### src/rtl/traffic_light_ctrl.sv
// Two-way (main/side) intersection controller with a BCD seconds countdown,
// a pedestrian shortcut on main green, and a night flashing-yellow mode.
module traffic_light_ctrl #(
  parameter int unsigned CLK_HZ   = 50_000_000,
  parameter int unsigned T_GREEN  = 30,
  parameter int unsigned T_YELLOW = 3,
  parameter int unsigned T_ALLRED = 2,
  parameter int unsigned T_PED    = 5
) (
  input  logic       clk,
  input  logic       rst_n,
  input  logic       ped_req,
  input  logic       night,
  output logic [2:0] main_rgy,
  output logic [2:0] side_rgy,
  output logic [3:0] cnt_tens,
  output logic [3:0] cnt_units,
  output logic       tens_off,
  output logic       units_off
);

  typedef enum logic [2:0] {
    MAIN_GREEN, MAIN_YELLOW, ALL_RED_1, SIDE_GREEN, SIDE_YELLOW, ALL_RED_2, FLASH
  } state_t;

  localparam int unsigned PW = (CLK_HZ > 2) ? $clog2(CLK_HZ) : 1;
  localparam logic [PW-1:0] PRESC_MAX = PW'(CLK_HZ - 1);

  localparam logic [7:0] BCD_GREEN  = {4'(T_GREEN / 10),  4'(T_GREEN % 10)};
  localparam logic [7:0] BCD_YELLOW = {4'(T_YELLOW / 10), 4'(T_YELLOW % 10)};
  localparam logic [7:0] BCD_ALLRED = {4'(T_ALLRED / 10), 4'(T_ALLRED % 10)};
  localparam logic [7:0] BCD_PED    = {4'(T_PED / 10),    4'(T_PED % 10)};

  localparam logic [2:0] LAMP_R = 3'b100;
  localparam logic [2:0] LAMP_Y = 3'b010;
  localparam logic [2:0] LAMP_G = 3'b001;

  state_t        state, state_next;
  logic [7:0]    cnt, cnt_next;
  logic [PW-1:0] presc, presc_next;
  logic          ped_pending, pend_next;
  logic          flash, flash_next;
  logic          ped_s1, ped_s2, ped_s3;
  logic          night_s1, night_s2;
  logic          tick, ped_rise;

  logic [2:0]    main_next, side_next;
  logic          tens_off_next, units_off_next;

  function automatic state_t phase_after(input state_t s);
    case (s)
      MAIN_GREEN:  return MAIN_YELLOW;
      MAIN_YELLOW: return ALL_RED_1;
      ALL_RED_1:   return SIDE_GREEN;
      SIDE_GREEN:  return SIDE_YELLOW;
      SIDE_YELLOW: return ALL_RED_2;
      default:     return MAIN_GREEN;
    endcase
  endfunction

  function automatic logic [7:0] phase_len(input state_t s);
    case (s)
      MAIN_GREEN, SIDE_GREEN:   return BCD_GREEN;
      MAIN_YELLOW, SIDE_YELLOW: return BCD_YELLOW;
      FLASH:                    return 8'h00;
      default:                  return BCD_ALLRED;
    endcase
  endfunction

  function automatic logic [7:0] bcd_dec(input logic [7:0] v);
    if (v[3:0] == 4'd0) return {v[7:4] - 4'd1, 4'd9};
    else                return {v[7:4], v[3:0] - 4'd1};
  endfunction

  assign tick     = (presc == PRESC_MAX);
  assign ped_rise = ped_s2 & ~ped_s3;

  always_comb begin
    state_next = state;
    cnt_next   = cnt;
    flash_next = flash;
    pend_next  = ped_pending | ped_rise;
    presc_next = tick ? '0 : presc + 1'b1;

    if (state == FLASH) begin
      pend_next = 1'b0;
      if (!night_s2) begin
        state_next = ALL_RED_2;
        cnt_next   = BCD_ALLRED;
        flash_next = 1'b0;
      end else if (tick) begin
        flash_next = ~flash;
      end
    end else if (night_s2) begin
      state_next = FLASH;
      cnt_next   = '0;
      flash_next = 1'b0;
      presc_next = '0;
      pend_next  = 1'b0;
    end else if (tick) begin
      // A tick always wins; a pending shortcut is re-evaluated the next cycle.
      if (cnt == 8'h01) begin
        state_next = phase_after(state);
        cnt_next   = phase_len(state_next);
        if (state_next == SIDE_GREEN) pend_next = 1'b0;
      end else begin
        cnt_next = bcd_dec(cnt);
      end
    end else if (state == MAIN_GREEN && ped_pending && cnt > BCD_PED) begin
      cnt_next  = BCD_PED;
      pend_next = ped_rise;
    end
  end

  always_comb begin
    main_next      = LAMP_R;
    side_next      = LAMP_R;
    tens_off_next  = (cnt_next[7:4] == 4'd0);
    units_off_next = 1'b0;
    case (state_next)
      MAIN_GREEN:  main_next = LAMP_G;
      MAIN_YELLOW: main_next = LAMP_Y;
      SIDE_GREEN:  side_next = LAMP_G;
      SIDE_YELLOW: side_next = LAMP_Y;
      FLASH: begin
        main_next      = {1'b0, flash_next, 1'b0};
        side_next      = {1'b0, flash_next, 1'b0};
        tens_off_next  = 1'b1;
        units_off_next = 1'b1;
      end
      default: ;
    endcase
  end

  always_ff @(posedge clk or negedge rst_n) begin
    if (!rst_n) begin
      ped_s1   <= 1'b0;
      ped_s2   <= 1'b0;
      ped_s3   <= 1'b0;
      night_s1 <= 1'b0;
      night_s2 <= 1'b0;
    end else begin
      ped_s1   <= ped_req;
      ped_s2   <= ped_s1;
      ped_s3   <= ped_s2;
      night_s1 <= night;
      night_s2 <= night_s1;
    end
  end

  always_ff @(posedge clk or negedge rst_n) begin
    if (!rst_n) begin
      state       <= ALL_RED_2;
      cnt         <= BCD_ALLRED;
      presc       <= '0;
      ped_pending <= 1'b0;
      flash       <= 1'b0;
      main_rgy    <= LAMP_R;
      side_rgy    <= LAMP_R;
      cnt_tens    <= BCD_ALLRED[7:4];
      cnt_units   <= BCD_ALLRED[3:0];
      tens_off    <= (BCD_ALLRED[7:4] == 4'd0);
      units_off   <= 1'b0;
    end else begin
      state       <= state_next;
      cnt         <= cnt_next;
      presc       <= presc_next;
      ped_pending <= pend_next;
      flash       <= flash_next;
      main_rgy    <= main_next;
      side_rgy    <= side_next;
      cnt_tens    <= cnt_next[7:4];
      cnt_units   <= cnt_next[3:0];
      tens_off    <= tens_off_next;
      units_off   <= units_off_next;
    end
  end

endmodule

### config.mk
export PLATFORM = sky130hd
export DESIGN_NAME = traffic_light_ctrl
export DESIGN_NICKNAME = d
export VERILOG_FILES = /design/src/rtl/traffic_light_ctrl.sv
export SDC_FILE = /design/constraint.sdc
export NUM_CORES = 1
export LEC_CHECK = 0
export ABC_AREA = 1
export BUFFER_PORTS_ARGS = -buffer_cell sky130_fd_sc_hd__buf_2
export CAP_MARGIN = 20
export CORE_MARGIN = 5
export CORE_UTILIZATION = 51
export DETAILED_ROUTE_END_ITERATION = 7
export MAX_ROUTING_LAYER = met4
export PLACE_DENSITY = 0.69
export REMOVE_ABC_BUFFERS = 1
export SLEW_MARGIN = 0
export SYNTH_ARGS = -nofsm -noshare
export SYNTH_HDL_FRONTEND = slang
export SYNTH_SLANG_ARGS = --single-unit
### constraint.sdc
create_clock -name clk -period 3.25 [get_ports clk]
set_clock_uncertainty 0.2 [all_clocks]
set_input_delay 0.4875 -clock clk [delete_from_list [all_inputs] [get_ports clk]]
set_output_delay 0.4875 -clock clk [all_outputs]
set_load 0.05 [all_outputs]
==> impl_metrics.ini, run 1 <==
[worst_setup_path]
rrSetupSlack_ns = 0.78
r2r_end = presc[12]
endpoint = presc[12]
cp_max_fo = 15
slowest_delay_ns = 0.54
startpoint = presc[0]
path_class = flip-flop to flip-flop
rr_startpoint = presc[0]
r2r_cells = 8
start_kind = flip-flop
cp_slowest_cell = nor2_2
worstPathRequired_ns = 3.27
cp_cell_sequence = ha_1 > nand2_2 > nor2_8 > nand3_4 > nor3_4 > nor2_2 > inv_1 > a211oi_1
worst_ep_arrival_time_ns = 2.49
setup.worst_path.end_class = flip-flop

[sta]
whs_ns = -0.04440
relSlewSlack_pct = 53.60
drv_slew = 0
fin_tns_setup_ns = 0
worst_pin_slew_ns = 0.6953
setup_viol = 0
rsz0062_at_grt = no
hold_violations = 22
min_period_over_period_pct = 76.00
clock.fmax_mhz = 404.9
period_needed_ns = 2.470

[die]
die_area_um2 = 8093
die_height_um = 89.96
core_area_um2 = 6277
io_pins = 20
die_w_um = 89.96
start_util_pct = 51.94
rows = 29

[outcome]
violations = hold timing
outcome = finished with violations

[clock_network]
tritoncts = built
cts_hold_buf = 0
postCtsSetupBuffers = 0
ctsLongestPathBuffers = 2
clkTransAtPathRegs_ns = 0.10
clockRootBuffer = clkbuf_8
numCtsBuffers = 5
insertion_delay_ns = 0.31
cts.sinks = 52
htree_levels = 2
cts_repair_resize_count = 0

[global_routing]
grt_max_degree = 51
overflow = 0
antenna_found_initial = 0
grt_pass1_wl_um = 12680
track_usage_pct = 19.15
first_global_vias = 2750

[yosys]
synth_mux_area_share_pct = 0
synth.distinct_cells = 40
synthArstFlopShare_pct = 100.0
synth_top_family_by_area = simple AND/OR/NAND/NOR gates
yosysMostFrequentCell = nand2_1
synth_commonest_cells = 109 x nand2_1, 54 x inv_1, 52 x nor2_1
synth.top_cell.area_share_pct = 35.30
syn_avg_cell_area_um2 = 7.377
synth_edf_count = 0
yosys.area_share.xor_xnor_pct = 0.8058
synthAdderAreaFrac_pct = 1.919
synthFlopType = dfrtp_1
seq_area_frac_synth_pct = 40.14
ys_ff_latch = 52
ys_top_cells_by_area = dfrtp_1 35%, nand2_1 13%, inv_1 6.2%, nor2_1 6.0%, dfstp_2 4.8%
synth-compound-area-share_pct = 9.593
synth_warnings = 0
yosysTopAreaCell = dfrtp_1
synthesis.area_um2 = 3261
postSynthCellCount = 442
yosys.area_share.simple_pct = 39.29

[placed_design]
place_hpwl_um = 5768
gp_routability_congestion = 0.9458
portBuffers = 19

[worst_hold_path]
min_path_type = primary input to async pin

[flow_run]
max_cap_violations = 0

[layout]
antennaDiodeCount = 0
drive_above_1_share_pct = 17.99
fin_nets = 475
num-fill-cells = 587
area_delta_synth_final_pct = 9.018

[power_and_ir_drop]
ir_drop_uv = 342.8
cellPowerDensity_nw_per_um2 = 417.9
cellLeakagePower_nw = 1.705

[route]
routed_wl_um = 7459
drt_iter0_markers = 226
drc_errors = 0
num_vias = 2959
ant_nets = 0
routedWlPerCell_um = 13.71
vias_per_cell = 5.439
firstDrtPassIters = 4
==> how the worst min path moves through the flow <==
stage | start | endpoint | cells after the start
final | rst_n | presc[25] | 1
after global routing | rst_n | presc[25] | 1
after floorplan | rst_n | cnt[0] | 0
after detailed placement | ped_s1 | ped_s2 | 0
after CTS | night | night_s1 | 1
after global placement | ped_s1 | ped_s2 | 0
==> through the flow <==
| step | area (um^2) | utilization, % | setup slack, ns | cells | power (mW) |
|---|---|---|---|---|---|
| after floorplan | 3224 | - | 1.112 | 436 | 1.005 |
| after global placement | 3438 | 54.77 | 0.9749 | 535 | 1.095 |
| after detailed placement | 3438 | 54.77 | 0.7896 | 535 | 1.102 |
| after CTS | 3535 | 56.31 | 0.8036 | 543 | 1.496 |
| after global routing | 3555 | 56.63 | 0.6744 | 544 | 1.567 |
| final | 3555 | 56.63 | 0.7800 | 544 | 1.485 |
==> placed cells by master (no fill, tap or decap), types with 2 or more instances in the layout <==
master	netlist	routed
nand2_1	109	109
inv_1	54	54
nor2_1	52	52
dfrtp_1	46	46
nand3_1	30	30
a21oi_1	23	23
buf_2	2	19
o21ai_0	18	18
nor3_1	14	14
nand4_1	13	13
nand2_2	11	11
nor2_2	8	8
inv_2	8	8
nand3_2	7	7
dfstp_2	6	6
ha_1	5	5
clkbuf_8	0	5
nor2_4	4	4
nor4_1	3	3
o22ai_1	3	3
buf_4	1	3
nor3_2	2	2
xor2_1	2	2
a211oi_1	2	2
a31oi_1	2	2
==> worst max-delay path: cells and delay by family (launching register included) <==
kind                       cells  cell delay [ns]
and+or+nand+nor                5             0.92
DFF                            1             0.44
adders and majority gates      1             0.30
AOI/OAI and AO/OA              1             0.27
buffers and inverters          1             0.25
==> power by group <==
group          switching, mW  internal (mW)
registers             0.0398          0.695
logic                  0.253          0.104
clock network          0.235          0.159
total                  0.528          0.958
==> final cells by class <==
| cell class | count | area (um^2) | share of cell area, % |
|---|---|---|---|
| clock inverter | 3 | 27.53 | 0.7744 |
| clock buffer | 5 | 68.82 | 1.936 |
| sequential | 52 | 1309 | 36.82 |
| tap | 77 | 96.34 | 2.710 |
| multi-input combinational | 322 | 1683 | 47.34 |
| timing repair buffer | 23 | 137.6 | 3.872 |
| inverter | 62 | 232.7 | 6.547 |
==> per-layer routing <==
layer,global-route usage [%],up-vias,routed length (um)
met5,-,-,0
met4,5.831,0,156
met3,3.422,16,347
met2,28.29,86,3347
met1,26.97,1373,3608
li1,-,1484,-
==> sequential cells by signal (all words and copies together) (netlist names), 3 cells and up <==
name      cells
side_rgy      3
state         3
main_rgy      3
presc        26
cnt           8
==> cell families after synthesis <==
logic type / Yosys count
simple gates: 261
buf+inv: 68
xor+xnor: 3
fa+ha+maj: 5
flops: 52
compound gates: 53
No activity file was read; power rests on OpenSTA's default activity.
==> inputs of run 2 (changes only) <==
Clock period 3.25 ns to 2.5 ns, I/O delays scaled along.
==> run 2 against run 1 <==
The flow now finishes without violations. Register-to-register slack worse by 0.47 ns. Clock-buffer cell count did not move. Worst setup slack got worse by 0.47 ns. Hold slack better by 0.20 ns. Utilization rose by 0.48 points. Global-route usage is essentially flat. Routed wire length down 0.47%. Via count down 2.5%. Die area stayed put. Sequential share of layout area fell by 0.31 points. Cell count up 0.55%. Critical endpoint is now side_rgy[2]. Clock power is 31% higher.
==> impl_metrics.ini, run 2 (synthesis gave the netlist of run 1 again) <==
[die]
die_height_um = 89.96
start_util_pct = 51.94
rows = 29
io_pins = 20
die_area_um2 = 8093
core_area_um2 = 6277
die_w_um = 89.96

[placed_design]
place_hpwl_um = 5776
portBuffers = 19
gp_routability_congestion = 0.9228
dp_cells = 536
placed_area_um2 = 3458

[route]
vias_per_cell = 5.272
firstDrtPassIters = 4
ant_nets = 0
num_vias = 2884
routedWlPerCell_um = 13.57
drt_iter0_markers = 217
drc_errors = 0
routed_wl_um = 7424

[clock_network]
ctsLongestPathBuffers = 2
clockRootBuffer = clkbuf_8
cts_repair_resize_count = 0
insertion_delay_ns = 0.32
tritoncts = built
clkTransAtPathRegs_ns = 0.10
cts_hold_buf = 3
cts.sinks = 52
htree_levels = 2
postCtsSetupBuffers = 0
numCtsBuffers = 5

[layout]
stdcell_area_um2 = 3585
fin_nets = 478
regArea_um2 = 1309
multi_input_area_um2 = 1683
antennaDiodeCount = 0
largest_reg_flops = 26
top_register = presc
layout_common_cells = 109 x nand2_1, 54 x inv_1, 52 x nor2_1
fin_cells = 547
top_regs = presc: 26 flops, cnt: 8 flops
area_delta_synth_final_pct = 9.939
drive_above_1_share_pct = 17.87
num-fill-cells = 597
final_common_cell = nand2_1

[flow_run]
max_cap_violations = 0

[sta]
period_needed_ns = 2.190
relSlewSlack_pct = 62.41
rsz0062_at_grt = no
drv_slew = 0
worst_pin_slew_ns = 0.5639
clock.fmax_mhz = 456.7
setup_viol = 0
fin_tns_setup_ns = 0
min_period_over_period_pct = 87.59
hold_violations = 0

[global_routing]
overflow = 0
grt_max_degree = 30
track_usage_pct = 19.19
antenna_found_initial = 0
use_met3_pct = 3.005
grt.busiest_layer = met2
grt_use_met2_pct = 29.15
met1_usage_pct = 27.59
grt_pass1_wl_um = 12740
first_global_vias = 2645

[outcome]
outcome = finished clean

[worst_setup_path]
slowest_delay_ns = 0.43
rr_startpoint = presc[0]
start_kind = flip-flop
cp_cell_sequence = ha_1 > nand2_2 > nor2_8 > nand3_2 > nor2_2 > nand2_2 > nand2_1 > nand2_1 > inv_1 > nand2_1 > nand3_1 > inv_1 > nor2_1
rrSetupSlack_ns = 0.31
path_common_cell = nand2_1
path_buf_inv = 2
worst_ep_arrival_time_ns = 2.25
worstPathRequired_ns = 2.56
path_class = flip-flop to flip-flop
r2r_end = side_rgy[2]
cp_max_fo = 13
cp_slowest_cell = dfrtp_1
cp_top_family = simple AND/OR/NAND/NOR gates
r2r_cells = 13
setup.worst_path.end_class = flip-flop

[power_and_ir_drop]
cellLeakagePower_nw = 1.717
cellPowerDensity_nw_per_um2 = 541.6
ir_drop_uv = 370.2

[worst_hold_path]
holdPathEnd = night_s2
min_path_type = flip-flop to flip-flop
worstHoldStart = night_s1
whs_path_depth = 0
## run 2: how the worst max path moves through the flow
stage                   from  depth (start not counted)  slack (ns)           to
detailed placement  presc[0]                         13        0.33  side_rgy[2]
global route        presc[0]                         11        0.14  main_rgy[0]
floorplan             cnt[4]                         10        0.36       cnt[1]
CTS                 presc[0]                         13        0.30  side_rgy[2]
global placement    presc[0]                         11        0.42  side_rgy[2]
finish              presc[0]                         13        0.31  side_rgy[2]
## run 2: final cells by class
type / count / area share (%)
Clock buffer: 5 / 1.920
Clock inverter: 3 / 0.7679
Inverter: 62 / 6.492
Multi-Input combinational cell: 322 / 46.95
Sequential cell: 52 / 36.51
Tap cell: 77 / 2.688
Timing Repair Buffer: 26 / 4.677
## run 2: power breakdown
| group | switching, mW | leakage (nW) | internal, mW | total [mW] |
|---|---|---|---|---|
| Combinational | 0.330 | 0.988 | 0.141 | 0.471 |
| Sequential | 0.0489 | 0.683 | 0.903 | 0.952 |
| Clock | 0.312 | 0.0463 | 0.206 | 0.518 |
| Total | 0.691 | 1.72 | 1.25 | 1.94 |
## run 2: layer usage
metal / vias to the layer above / share of wire, %
met5: - / 0
met3: 8 / 4.1
met2: 47 / 46
met1: 1344 / 49
met4: 0 / 0.85
li1: 1485 / -
## run 2: metrics by stage
stage               utilization [%]  hold slack [ns]  power, mW  setup WS (ns)
detailed placement            55.09           0.1389      1.436         0.3274
global placement              55.09           0.1325      1.427         0.4237
floorplan                         -          -0.1206      1.306         0.3617
global route                  57.11           0.1784      2.061         0.1370
CTS                           57.11           0.1639      1.957         0.3017
finish                        57.11           0.1593      1.941         0.3101
==> inputs of run 3 (changes only) <==
Settings changed: ABC_AREA 1 to not set.
==> run 3 against run 2 <==
The flow now finishes with violations (setup timing). Sequential cell count did not move. First-iteration DRC count decreased by 33%. Fmax is 21% lower. Utilization up 12 points. Die area decreased by 16%. Non-clock buffer count increased by 49. Clock power decreased by 5.2%. Design area is 1.7% lower. Worst setup slack lost 0.57 ns. Largest power group unchanged.
==> impl_metrics.ini, run 3 <==
[outcome]
outcome = finished with violations
violations = setup timing

[worst_setup_path]
endpoint = tens_off
r2r_cells = 9
rrSetupSlack_ns = -0.26
slowest_delay_ns = 0.46
path_class = flip-flop to flip-flop
cp.depth = 9
worstPathRequired_ns = 2.51
r2r_end = tens_off
startpoint = cnt[5]
worst_ep_arrival_time_ns = 2.77
cp_top_family = simple AND/OR/NAND/NOR gates
cp_cell_sequence = inv_2 > ha_4 > or4b_4 > or3b_4 > buf_6 > a211o_1 > o2111ai_1 > o21ai_1 > o41ai_2
setup.worst_path.end_class = flip-flop
start_kind = flip-flop
rr_startpoint = cnt[5]
path_buf_inv = 2
cp_max_fo = 3
cp_slowest_cell = or3b_4

[sta]
worst_pin_slew_ns = 0.6591
drv_slew = 0
period_needed_ns = 2.761
setup_viol = 11
min_period_over_period_pct = 110.4
relSlewSlack_pct = 56.06
clock.fmax_mhz = 362.2
worst_slack_ns = -0.2609
rsz0062_at_grt = yes
hold_violations = 0

[clock_network]
ctsLongestPathBuffers = 2
cts.sinks = 52
clockRootBuffer = clkbuf_8
numCtsBuffers = 5
tritoncts = built
htree_levels = 2
insertion_delay_ns = 0.31
clkTransAtPathRegs_ns = 0.09

[yosys]
ys_top_cells_by_area = dfrtp_1 43%, nor2_1 6.0%, dfstp_2 5.9%, xnor2_1 4.6%, xor2_1 4.3%
yosysMostFrequentCell = dfrtp_1
synth_top_family_by_area = simple AND/OR/NAND/NOR gates
seq_area_frac_synth_pct = 49.02
postSynthCellCount = 273
synth_edf_count = 0
synth_commonest_cells = 46 x dfrtp_1, 43 x nor2_1, 18 x nand2_1
synthFlopType = dfrtp_1
synthAdderAreaFrac_pct = 2.343
synthArstFlopShare_pct = 100.0
synth.top_cell.area_share_pct = 43.11
yosysTopAreaCell = dfrtp_1
ys_ff_latch = 52
synth.distinct_cells = 50
synth_mux_area_share_pct = 0.3749
synth-compound-area-share_pct = 10.92
synthesis.area_um2 = 2670
yosys.area_share.xor_xnor_pct = 8.857
synth_warnings = 0
yosys.area_share.simple_pct = 25.49
syn_avg_cell_area_um2 = 9.780

[die]
die_area_um2 = 6782
core_area_um2 = 5107
io_pins = 20
die_w_um = 82.36
die_height_um = 82.36
rows = 26
start_util_pct = 52.28

[layout]
antennaDiodeCount = 0
num-fill-cells = 387
multi_input_area_um2 = 1430
regArea_um2 = 1309
fin_nets = 356
drive_above_1_share_pct = 34.77
post-route-util_pct = 68.96
layout_common_cells = 47 x buf_4, 46 x dfrtp_1, 42 x nor2_1
largest_reg_flops = 26
top_regs = presc: 26 flops, cnt: 8 flops
area_delta_synth_final_pct = 31.91
top_register = presc
final_common_cell = buf_4
fin_cells = 418

[placed_design]
portBuffers = 19
dp_cells = 389
preCtsSetupSlack_ns = -0.3211
place_hpwl_um = 3970
gp_routability_congestion = 0.9094

[global_routing]
grt_max_degree = 53
first_global_vias = 2141
track_usage_pct = 19.57
overflow = 0
antenna_found_initial = 0
grt_pass1_wl_um = 9984

[route]
drc_errors = 0
vias_per_cell = 5.414
firstDrtPassIters = 4
routedWlPerCell_um = 15.10
routed_wl_um = 6310
num_vias = 2263
drt_iter0_markers = 146
ant_nets = 0

[power_and_ir_drop]
cellPowerDensity_nw_per_um2 = 489.3
fin_total_pwr_mw = 1.723
cellLeakagePower_nw = 1.582
ir_drop_uv = 310.8

[flow_run]
max_cap_violations = 0

[worst_hold_path]
min_path_type = flip-flop to flip-flop
-- run 3: cell types whose count changed in the layout (fill, tap and decap cells not counted), moves of 14 or more --
cell,before,now
nand2_1,109,18
buf_4,3,47
nand3_1,30,10
o21ai_0,18,4
inv_1,54,11
a21oi_1,23,7
-- run 3: worst min-delay path by stage --
stage,slack (ns),startpoint,end,depth (start not counted)
3_5_place_dp,0.14,night_s1,night_s2,0
2_1_floorplan,-0.12,rst_n,cnt[0],0
4_1_cts,0.16,night_s1,night_s2,0
3_3_place_gp,0.13,ped_s1,ped_s2,0
5_1_grt,0.16,ped_s1,ped_s2,0
6_report,0.15,night_s1,night_s2,0
-- run 3: where the power goes --
part           switching (mW)  leakage [nW]  internal, mW  total (mW)
sequential             0.0347         0.681         0.887       0.921
clock                   0.270        0.0510         0.221       0.491
combinational           0.196         0.850         0.115       0.311
-- run 3: cell type report --
class / count / share of cell area (%)
Clock buffer: 6 / 2.345
Clock inverter: 2 / 0.2842
Inverter: 13 / 1.385
Multi-Input combinational cell: 200 / 40.60
Sequential cell: 52 / 37.16
Tap cell: 70 / 2.487
Timing Repair Buffer: 75 / 15.74
-- run 3: cell families (layout without fill, tap and decap cells) --
logic type	count (synthesis)	in the layout
buf+inv	21	96
flops	52	52
fa+ha+maj	5	5
xor+xnor	27	27
mux	1	1
compound gates	42	42
simple gates	125	125
-- run 3: repair_timing --
action / in CTS / in global routing
endpoints found under the hold margin: 7 / 0
setup buffers: 11 / 7
hold buffers: 3 / 0
gates resized for setup: 17 / 24
setup endpoints to repair: 15 / 18
pin swaps: 15 / 16
-- run 3: through the flow --
step	hold slack [ns]	setup TNS, ns	cell area [um^2]
after floorplan	-0.1206	-4.554	2639
after global placement	0.1325	-1.400	3097
after detailed placement	0.1356	-2.165	3097
after CTS	0.1575	-1.398	3373
after global routing	0.1609	-3.065	3522
final	0.1540	-1.881	3522
-- run 3: worst reg2reg max path, stage by stage (launching register included) --
cell and delay, ns:
dfrtp_1 0.39, inv_2 0.09, ha_4 0.13, or4b_4 0.45, or3b_4 0.46, buf_6 0.14, a211o_1 0.26, o2111ai_1 0.08
o21ai_1 0.13, o41ai_2 0.33
-- run 3: routing by layer --
layer  track usage [%]  share of wire (%)  vias to the layer above
met3             4.013                4.4                       13
met2             30.77                 50                       54
met5                 -                  0                        -
met1             25.19                 44                     1095
met4             6.811                1.9                        0
li1                  -                  -                     1101
